`src/rtl/cdma_lite_cfg_master.sv`:
```
// AXI4-Lite master that programs an AXI CDMA (SA, DA, BTT) in simple mode and
// optionally polls its status register until Idle, error or timeout.
module cdma_lite_cfg_master #(
    parameter int unsigned        ADDR_W     = 10,
    parameter int unsigned        DATA_W     = 32,
    parameter logic [ADDR_W-1:0]  SA_OFFSET  = 10'h18,
    parameter logic [ADDR_W-1:0]  DA_OFFSET  = 10'h20,
    parameter logic [ADDR_W-1:0]  BTT_OFFSET = 10'h28,
    parameter logic [ADDR_W-1:0]  SR_OFFSET  = 10'h04,
    parameter bit                 POLL_EN    = 1'b1,
    parameter int unsigned        POLL_LIMIT = 1024
) (
    input  logic                clk,
    input  logic                rst_n,
    input  logic                dma_en,
    input  logic [DATA_W-1:0]   read_addr,
    input  logic [DATA_W-1:0]   write_addr,
    input  logic [DATA_W-1:0]   byte_length,
    output logic                busy,
    output logic                dma_done,
    output logic                dma_err,
    output logic [1:0]          err_code,
    output logic [ADDR_W-1:0]   awaddr,
    output logic                awvalid,
    input  logic                awready,
    output logic [DATA_W-1:0]   wdata,
    output logic [DATA_W/8-1:0] wstrb,
    output logic                wvalid,
    input  logic                wready,
    input  logic [1:0]          bresp,
    input  logic                bvalid,
    output logic                bready,
    output logic [ADDR_W-1:0]   araddr,
    output logic                arvalid,
    input  logic                arready,
    input  logic [DATA_W-1:0]   rdata,
    input  logic [1:0]          rresp,
    input  logic                rvalid,
    output logic                rready
);

    localparam int unsigned STRB_W = DATA_W / 8;
    localparam int unsigned CNT_W  = (POLL_LIMIT > 1) ? $clog2(POLL_LIMIT + 1) : 1;

    typedef enum logic [2:0] {
        S_IDLE,
        S_WR,
        S_WAIT_B,
        S_RD_A,
        S_RD_D,
        S_DONE
    } state_t;

    state_t              r_state,    w_state_nxt;
    logic [1:0]          r_idx,      w_idx_nxt;
    logic [DATA_W-1:0]   r_sa,       w_sa_nxt;
    logic [DATA_W-1:0]   r_da,       w_da_nxt;
    logic [DATA_W-1:0]   r_btt,      w_btt_nxt;
    logic [CNT_W-1:0]    r_poll_cnt, w_poll_nxt;
    logic                r_awvalid,  w_awvalid_nxt;
    logic [ADDR_W-1:0]   r_awaddr,   w_awaddr_nxt;
    logic                r_wvalid,   w_wvalid_nxt;
    logic [DATA_W-1:0]   r_wdata,    w_wdata_nxt;
    logic [STRB_W-1:0]   r_wstrb,    w_wstrb_nxt;
    logic                r_bready,   w_bready_nxt;
    logic                r_arvalid,  w_arvalid_nxt;
    logic [ADDR_W-1:0]   r_araddr,   w_araddr_nxt;
    logic                r_rready,   w_rready_nxt;
    logic                r_busy,     w_busy_nxt;
    logic                r_dma_done, w_done_nxt;
    logic                r_dma_err,  w_err_nxt;
    logic [1:0]          r_err_code, w_err_code_nxt;
    logic                w_issue_wr;
    logic [CNT_W-1:0]    w_poll_inc;
    logic                w_unused_rdata;

    // Status bits outside Idle and the error field carry no meaning here.
    assign w_unused_rdata = ^{rdata[DATA_W-1:7], rdata[3:2], rdata[0]};

    // State and registered-output update.
    always_ff @(posedge clk or negedge rst_n) begin
        if (!rst_n) begin
            r_state    <= S_IDLE;
            r_idx      <= 2'd0;
            r_sa       <= '0;
            r_da       <= '0;
            r_btt      <= '0;
            r_poll_cnt <= '0;
            r_awvalid  <= 1'b0;
            r_awaddr   <= '0;
            r_wvalid   <= 1'b0;
            r_wdata    <= '0;
            r_wstrb    <= '0;
            r_bready   <= 1'b0;
            r_arvalid  <= 1'b0;
            r_araddr   <= '0;
            r_rready   <= 1'b0;
            r_busy     <= 1'b0;
            r_dma_done <= 1'b0;
            r_dma_err  <= 1'b0;
            r_err_code <= 2'd0;
        end else begin
            r_state    <= w_state_nxt;
            r_idx      <= w_idx_nxt;
            r_sa       <= w_sa_nxt;
            r_da       <= w_da_nxt;
            r_btt      <= w_btt_nxt;
            r_poll_cnt <= w_poll_nxt;
            r_awvalid  <= w_awvalid_nxt;
            r_awaddr   <= w_awaddr_nxt;
            r_wvalid   <= w_wvalid_nxt;
            r_wdata    <= w_wdata_nxt;
            r_wstrb    <= w_wstrb_nxt;
            r_bready   <= w_bready_nxt;
            r_arvalid  <= w_arvalid_nxt;
            r_araddr   <= w_araddr_nxt;
            r_rready   <= w_rready_nxt;
            r_busy     <= w_busy_nxt;
            r_dma_done <= w_done_nxt;
            r_dma_err  <= w_err_nxt;
            r_err_code <= w_err_code_nxt;
        end
    end

    // Next state and next values of every registered output.
    always_comb begin
        w_state_nxt    = r_state;
        w_idx_nxt      = r_idx;
        w_sa_nxt       = r_sa;
        w_da_nxt       = r_da;
        w_btt_nxt      = r_btt;
        w_poll_nxt     = r_poll_cnt;
        w_awvalid_nxt  = 1'b0;
        w_awaddr_nxt   = '0;
        w_wvalid_nxt   = 1'b0;
        w_wdata_nxt    = '0;
        w_wstrb_nxt    = '0;
        w_bready_nxt   = 1'b0;
        w_arvalid_nxt  = 1'b0;
        w_araddr_nxt   = '0;
        w_rready_nxt   = 1'b0;
        w_err_code_nxt = r_err_code;
        w_issue_wr     = 1'b0;
        w_poll_inc     = r_poll_cnt + CNT_W'(1);

        case (r_state)
            S_IDLE: begin
                if (dma_en) begin
                    w_sa_nxt       = read_addr;
                    w_da_nxt       = write_addr;
                    w_btt_nxt      = byte_length;
                    w_idx_nxt      = 2'd0;
                    w_err_code_nxt = 2'd0;
                    w_issue_wr     = 1'b1;
                    w_state_nxt    = S_WR;
                end
            end
            S_WR: begin
                // AW and W retire independently; leave once both are accepted.
                w_awvalid_nxt = r_awvalid & ~awready;
                w_awaddr_nxt  = w_awvalid_nxt ? r_awaddr : '0;
                w_wvalid_nxt  = r_wvalid & ~wready;
                w_wdata_nxt   = w_wvalid_nxt ? r_wdata : '0;
                w_wstrb_nxt   = w_wvalid_nxt ? '1 : '0;
                if (!w_awvalid_nxt && !w_wvalid_nxt) begin
                    w_bready_nxt = 1'b1;
                    w_state_nxt  = S_WAIT_B;
                end
            end
            S_WAIT_B: begin
                w_bready_nxt = 1'b1;
                if (bvalid) begin
                    w_bready_nxt = 1'b0;
                    if (bresp != 2'b00) begin
                        w_err_code_nxt = 2'd1;
                        w_state_nxt    = S_DONE;
                    end else if (r_idx != 2'd2) begin
                        w_idx_nxt   = r_idx + 2'd1;
                        w_issue_wr  = 1'b1;
                        w_state_nxt = S_WR;
                    end else if (POLL_EN) begin
                        w_poll_nxt    = '0;
                        w_arvalid_nxt = 1'b1;
                        w_araddr_nxt  = SR_OFFSET;
                        w_state_nxt   = S_RD_A;
                    end else begin
                        w_state_nxt = S_DONE;
                    end
                end
            end
            S_RD_A: begin
                w_arvalid_nxt = ~arready;
                w_araddr_nxt  = arready ? '0 : SR_OFFSET;
                if (arready) begin
                    w_rready_nxt = 1'b1;
                    w_state_nxt  = S_RD_D;
                end
            end
            S_RD_D: begin
                w_rready_nxt = 1'b1;
                if (rvalid) begin
                    w_rready_nxt = 1'b0;
                    if (rresp != 2'b00 || rdata[6:4] != 3'd0) begin
                        w_err_code_nxt = 2'd2;
                        w_state_nxt    = S_DONE;
                    end else if (rdata[1]) begin
                        w_state_nxt = S_DONE;
                    end else begin
                        w_poll_nxt = w_poll_inc;
                        if (POLL_LIMIT != 0 && w_poll_inc == CNT_W'(POLL_LIMIT)) begin
                            w_err_code_nxt = 2'd3;
                            w_state_nxt    = S_DONE;
                        end else begin
                            w_arvalid_nxt = 1'b1;
                            w_araddr_nxt  = SR_OFFSET;
                            w_state_nxt   = S_RD_A;
                        end
                    end
                end
            end
            S_DONE: begin
                w_state_nxt = S_IDLE;
            end
            default: begin
                w_state_nxt = S_IDLE;
            end
        endcase

        // Launch the write selected by the (next) register index.
        if (w_issue_wr) begin
            w_awvalid_nxt = 1'b1;
            w_wvalid_nxt  = 1'b1;
            w_wstrb_nxt   = '1;
            case (w_idx_nxt)
                2'd0: begin
                    w_awaddr_nxt = SA_OFFSET;
                    w_wdata_nxt  = w_sa_nxt;
                end
                2'd1: begin
                    w_awaddr_nxt = DA_OFFSET;
                    w_wdata_nxt  = w_da_nxt;
                end
                default: begin
                    w_awaddr_nxt = BTT_OFFSET;
                    w_wdata_nxt  = w_btt_nxt;
                end
            endcase
        end

        w_done_nxt = (w_state_nxt == S_DONE);
        w_err_nxt  = w_done_nxt && (w_err_code_nxt != 2'd0);
        w_busy_nxt = (w_state_nxt != S_IDLE);
    end

    assign busy     = r_busy;
    assign dma_done = r_dma_done;
    assign dma_err  = r_dma_err;
    assign err_code = r_err_code;
    assign awaddr   = r_awaddr;
    assign awvalid  = r_awvalid;
    assign wdata    = r_wdata;
    assign wstrb    = r_wstrb;
    assign wvalid   = r_wvalid;
    assign bready   = r_bready;
    assign araddr   = r_araddr;
    assign arvalid  = r_arvalid;
    assign rready   = r_rready;

endmodule
```
`config.mk`:
```
export PLATFORM = sky130hd
export DESIGN_NAME = cdma_lite_cfg_master
export DESIGN_NICKNAME = d
export VERILOG_FILES = /design/src/rtl/cdma_lite_cfg_master.sv
export SDC_FILE = /design/constraint.sdc
export NUM_CORES = 1
export LEC_CHECK = 0
export ABC_AREA = 1
export BUFFER_PORTS_ARGS = -buffer_cell sky130_fd_sc_hd__clkbuf_2
export CORE_ASPECT_RATIO = 1.75
export CORE_MARGIN = 2
export CORE_UTILIZATION = 55
export CTS_BUF_LIST = sky130_fd_sc_hd__clkbuf_2 sky130_fd_sc_hd__clkbuf_4 sky130_fd_sc_hd__clkbuf_8
export DETAILED_ROUTE_END_ITERATION = 16
export PLACE_DENSITY_LB_ADDON = 0.1
export SYNTH_ARGS = -nofsm -noshare
export SYNTH_HDL_FRONTEND = slang
export SYNTH_SLANG_ARGS = --single-unit
```
`constraint.sdc`:
```
create_clock -name clk -period 1.96 [get_ports clk]
set_input_delay 0.196 -clock clk [delete_from_list [all_inputs] [get_ports clk]]
set_output_delay 0.196 -clock clk [all_outputs]
set_load 0.01 [all_outputs]
```
==> flow_summary.yaml <==
floorplan:
  die_area_um2: 15000
  die_h_um: 160
  pin_count: 206
  initial_core_util: 0.558
  die_w_um: 93.3
  row_count: 57
  fp.coreArea_um2: 13800
sta:
  fin_tns_setup_ns: 0
  finalCriticalPeriod_ns: 1.88
  fin_skew_ns: 0.0135
  grt_setup_unrepaired: "true"
  finalHoldViolCount: 0
  post-route-period-util: 0.958
  max_freq_ghz: 0.532
  finalSetupViolations: 0
  drv_slew: 0
  whs_ns: 0.0306
yosys:
  synth_cells: 931
  async_reset_ff_frac: 1.00
  ys_seq_area_frac: 0.512
  synth_cell_types: 36
  synth-warning-count: 0
  syn_avg_cell_area_um2: 8.25
  yosys_register_bits: 157
  synth_area_um2: 7680
  ys.flop_type: "dfrtp_1"
  synth_edf_count: 0
flow_run:
  maxCapViolCount: 0
drt:
  num_vias: 6758
  drt_wl_total_um: 20200
  drc: 0
  drt_iter0_drc: 350
  viasPerCell: 4.89
  wl_per_cell_um: 14.6
  firstDrtPassIters: 5
  antenna_left: 0
layout:
  diodes: 0
  area_growth_pct: 33.3
  fin_nets: 1334
  drive_above_1_share: 0.300
clock_tree:
  cts_buffer_depth: 2
  cts_root_buf: "clkbuf_8"
  insertion_delay_ns: 0.44
  cts_buffers: 17
  tritoncts: "built"
  htreeDepth: 4
  path_clk_slew_ns: 0.09
  clock_sinks: 157
place:
  dp_hpwl_um: 12600
  gp_congestion: 0.854
  portBuffers: 161
global_route:
  grt_pass1_wl_um: 32000
  antenna_found_initial: 0
  grt_max_degree: 60
  track_usage: 0.274
  overflow: 0
  first_global_vias: 6716
worst_setup_path:
  reg2reg_depth: 12
  worstSetupEndpointType: "flip-flop"
  critPathKind: "reg2reg"
  critPathLaunchType: "flip-flop"
  crit_required_ns: 2.29
  worstPathMaxFanout: 59
  r2r-start: "r_state[1]"
  reg2reg_slack_ns: 0.08
  reg2reg_to: "wdata[25]"
  cp.arrival_ns: 2.20
hold_path:
  min_to: "r_btt[5]"
  hold_depth: 3
  min_path_type: "in2reg"
  min_from: "byte_length[5]"
pwr:
  p_total_mw: 13.2
  ir_drop_uv: 739
  leakage_nw: 5.90
  powerDensity_nw_per_um2: 1290
outcome:
  outcome: "finished, final reports clean"
[layout make-up]
type / count / area (um^2)
Clock inverter: 13 / 154
Inverter: 41 / 158
Clock buffer: 19 / 262
Multi-Input combinational cell: 692 / 3360
Fill cell: 1100 / 3530
Timing Repair Buffer: 282 / 2140
Sequential cell: 157 / 3930
Tap cell: 177 / 221
[synth_stat cells, types with 4 or more instances]
cell	n	area, um^2
clkbuf_1	9	33.8
nand3_2	30	300
buf_2	13	65.1
o22ai_1	4	25.0
nor3_1	5	25.0
dfrtp_1	157	3930
nor2_1	25	93.8
buf_1	5	18.8
nand2_4	32	360
nand2_2	9	56.3
nand2_1	516	1940
buf_4	21	158
o21ai_0	10	50.1
inv_1	34	128
nand3_1	20	100
inv_2	6	22.5
[stage by stage]
step	setup WS (ns)	std cells	cell area, um^2	util
floorplan	0.245	946	7730	-
global placement	-0.194	1263	8760	0.637
detailed placement	-0.227	1263	8760	0.637
CTS	-0.0211	1371	10000	0.727
global route	-0.0153	1381	10200	0.743
finish	0.0821	1381	10200	0.743
[sequential cells by signal, indices dropped and copies added (netlist names)]
register,cells
rready,1
r_idx,2
awvalid,1
wstrb,1
busy,1
dma_err,1
awaddr,3
dma_done,1
err_code,2
r_poll_cnt,11
r_state,3
r_btt,32
arvalid,1
bready,1
r_sa,32
wdata,32
r_da,32
[placed cells by master, fill, tap and decap left out, types with 2 or more instances in the layout]
cell type and n:
a21oi_1 3, buf_12 15, buf_4 33, buf_6 3, bufinv_16 2, clkbuf_16 2, clkbuf_2 160, clkbuf_8 19
clkinv_2 2, clkinv_4 3, conb_1 16, dfrtp_1 155, dfrtp_2 2, dlygate4sd3_1 68, ha_1 2, inv_1 33
inv_2 6, inv_6 5, nand2_1 509, nand2_2 16, nand2_4 32, nand3_1 15, nand3_2 34, nor2_1 18
nor2_2 5, nor2_4 9, nor3_1 4, o21ai_0 10, o21ai_1 2, o21ai_4 3, o22ai_1 4
[what timing repair did]
item | in CTS | in global routing
endpoints found under the hold margin | 112 | 0
endpoints found under the setup margin | 38 | 42
setup buffers | 6 | 9
pin swaps | 5 | 14
resized for setup | 8 | 31
hold buffers | 68 | 0
cloned | 2 | 2
[worst max-delay path: stages (launching register included)]
cell and delay [ns]:
dfrtp_1 0.44, nor2_2 0.15, buf_4 0.12, nand2_1 0.07, nor2_4 0.17, clkinv_2 0.12
buf_12 0.20, nand2_1 0.11, nand2_1 0.10, nand2_4 0.08, nand3_2 0.05, nand2_1 0.06
nand2_1 0.04
[metal layers]
layer  track usage  part of all wire
met2         0.482              0.54
met4         0.110             0.029
met3        0.0448             0.038
met5             0                 0
met1         0.330              0.39
[report_power, final]
group,switching [mW],total (mW),internal [mW]
combinational,3.44,5.58,2.13
sequential,0.538,5.09,4.55
clock,1.28,2.51,1.23
total,5.26,13.2,7.92
[logic make-up (layout without fill, tap and decap cells)]
kind of cell / count (synthesis) / count (layout) / synth area share
AND/OR/NAND/NOR: 647 / 648 / 0.385
flip-flops: 157 / 157 / 0.512
buffers and inverters: 98 / 355 / 0.0748
AO/OA/AOI/OAI: 24 / 24 / 0.0215
adder cells (fa/ha/maj): 3 / 3 / 0.00489
other: 1 / 16 / 0.000489
XOR/XNOR: 1 / 1 / 0.00114
[how the worst max path moves through the flow]
stage | endpoint | cells past startpoint | from
5_1_grt | wdata[25] | 12 | r_state[1]
2_1_floorplan | wdata[11] | 12 | r_state[2]
4_1_cts | wdata[9] | 11 | r_state[0]
6_report | wdata[25] | 12 | r_state[1]
3_5_place_dp | wdata[10] | 9 | r_state[2]
3_3_place_gp | wdata[18] | 9 | r_state[2]
Note: power is estimated with default switching activity, not from simulation.
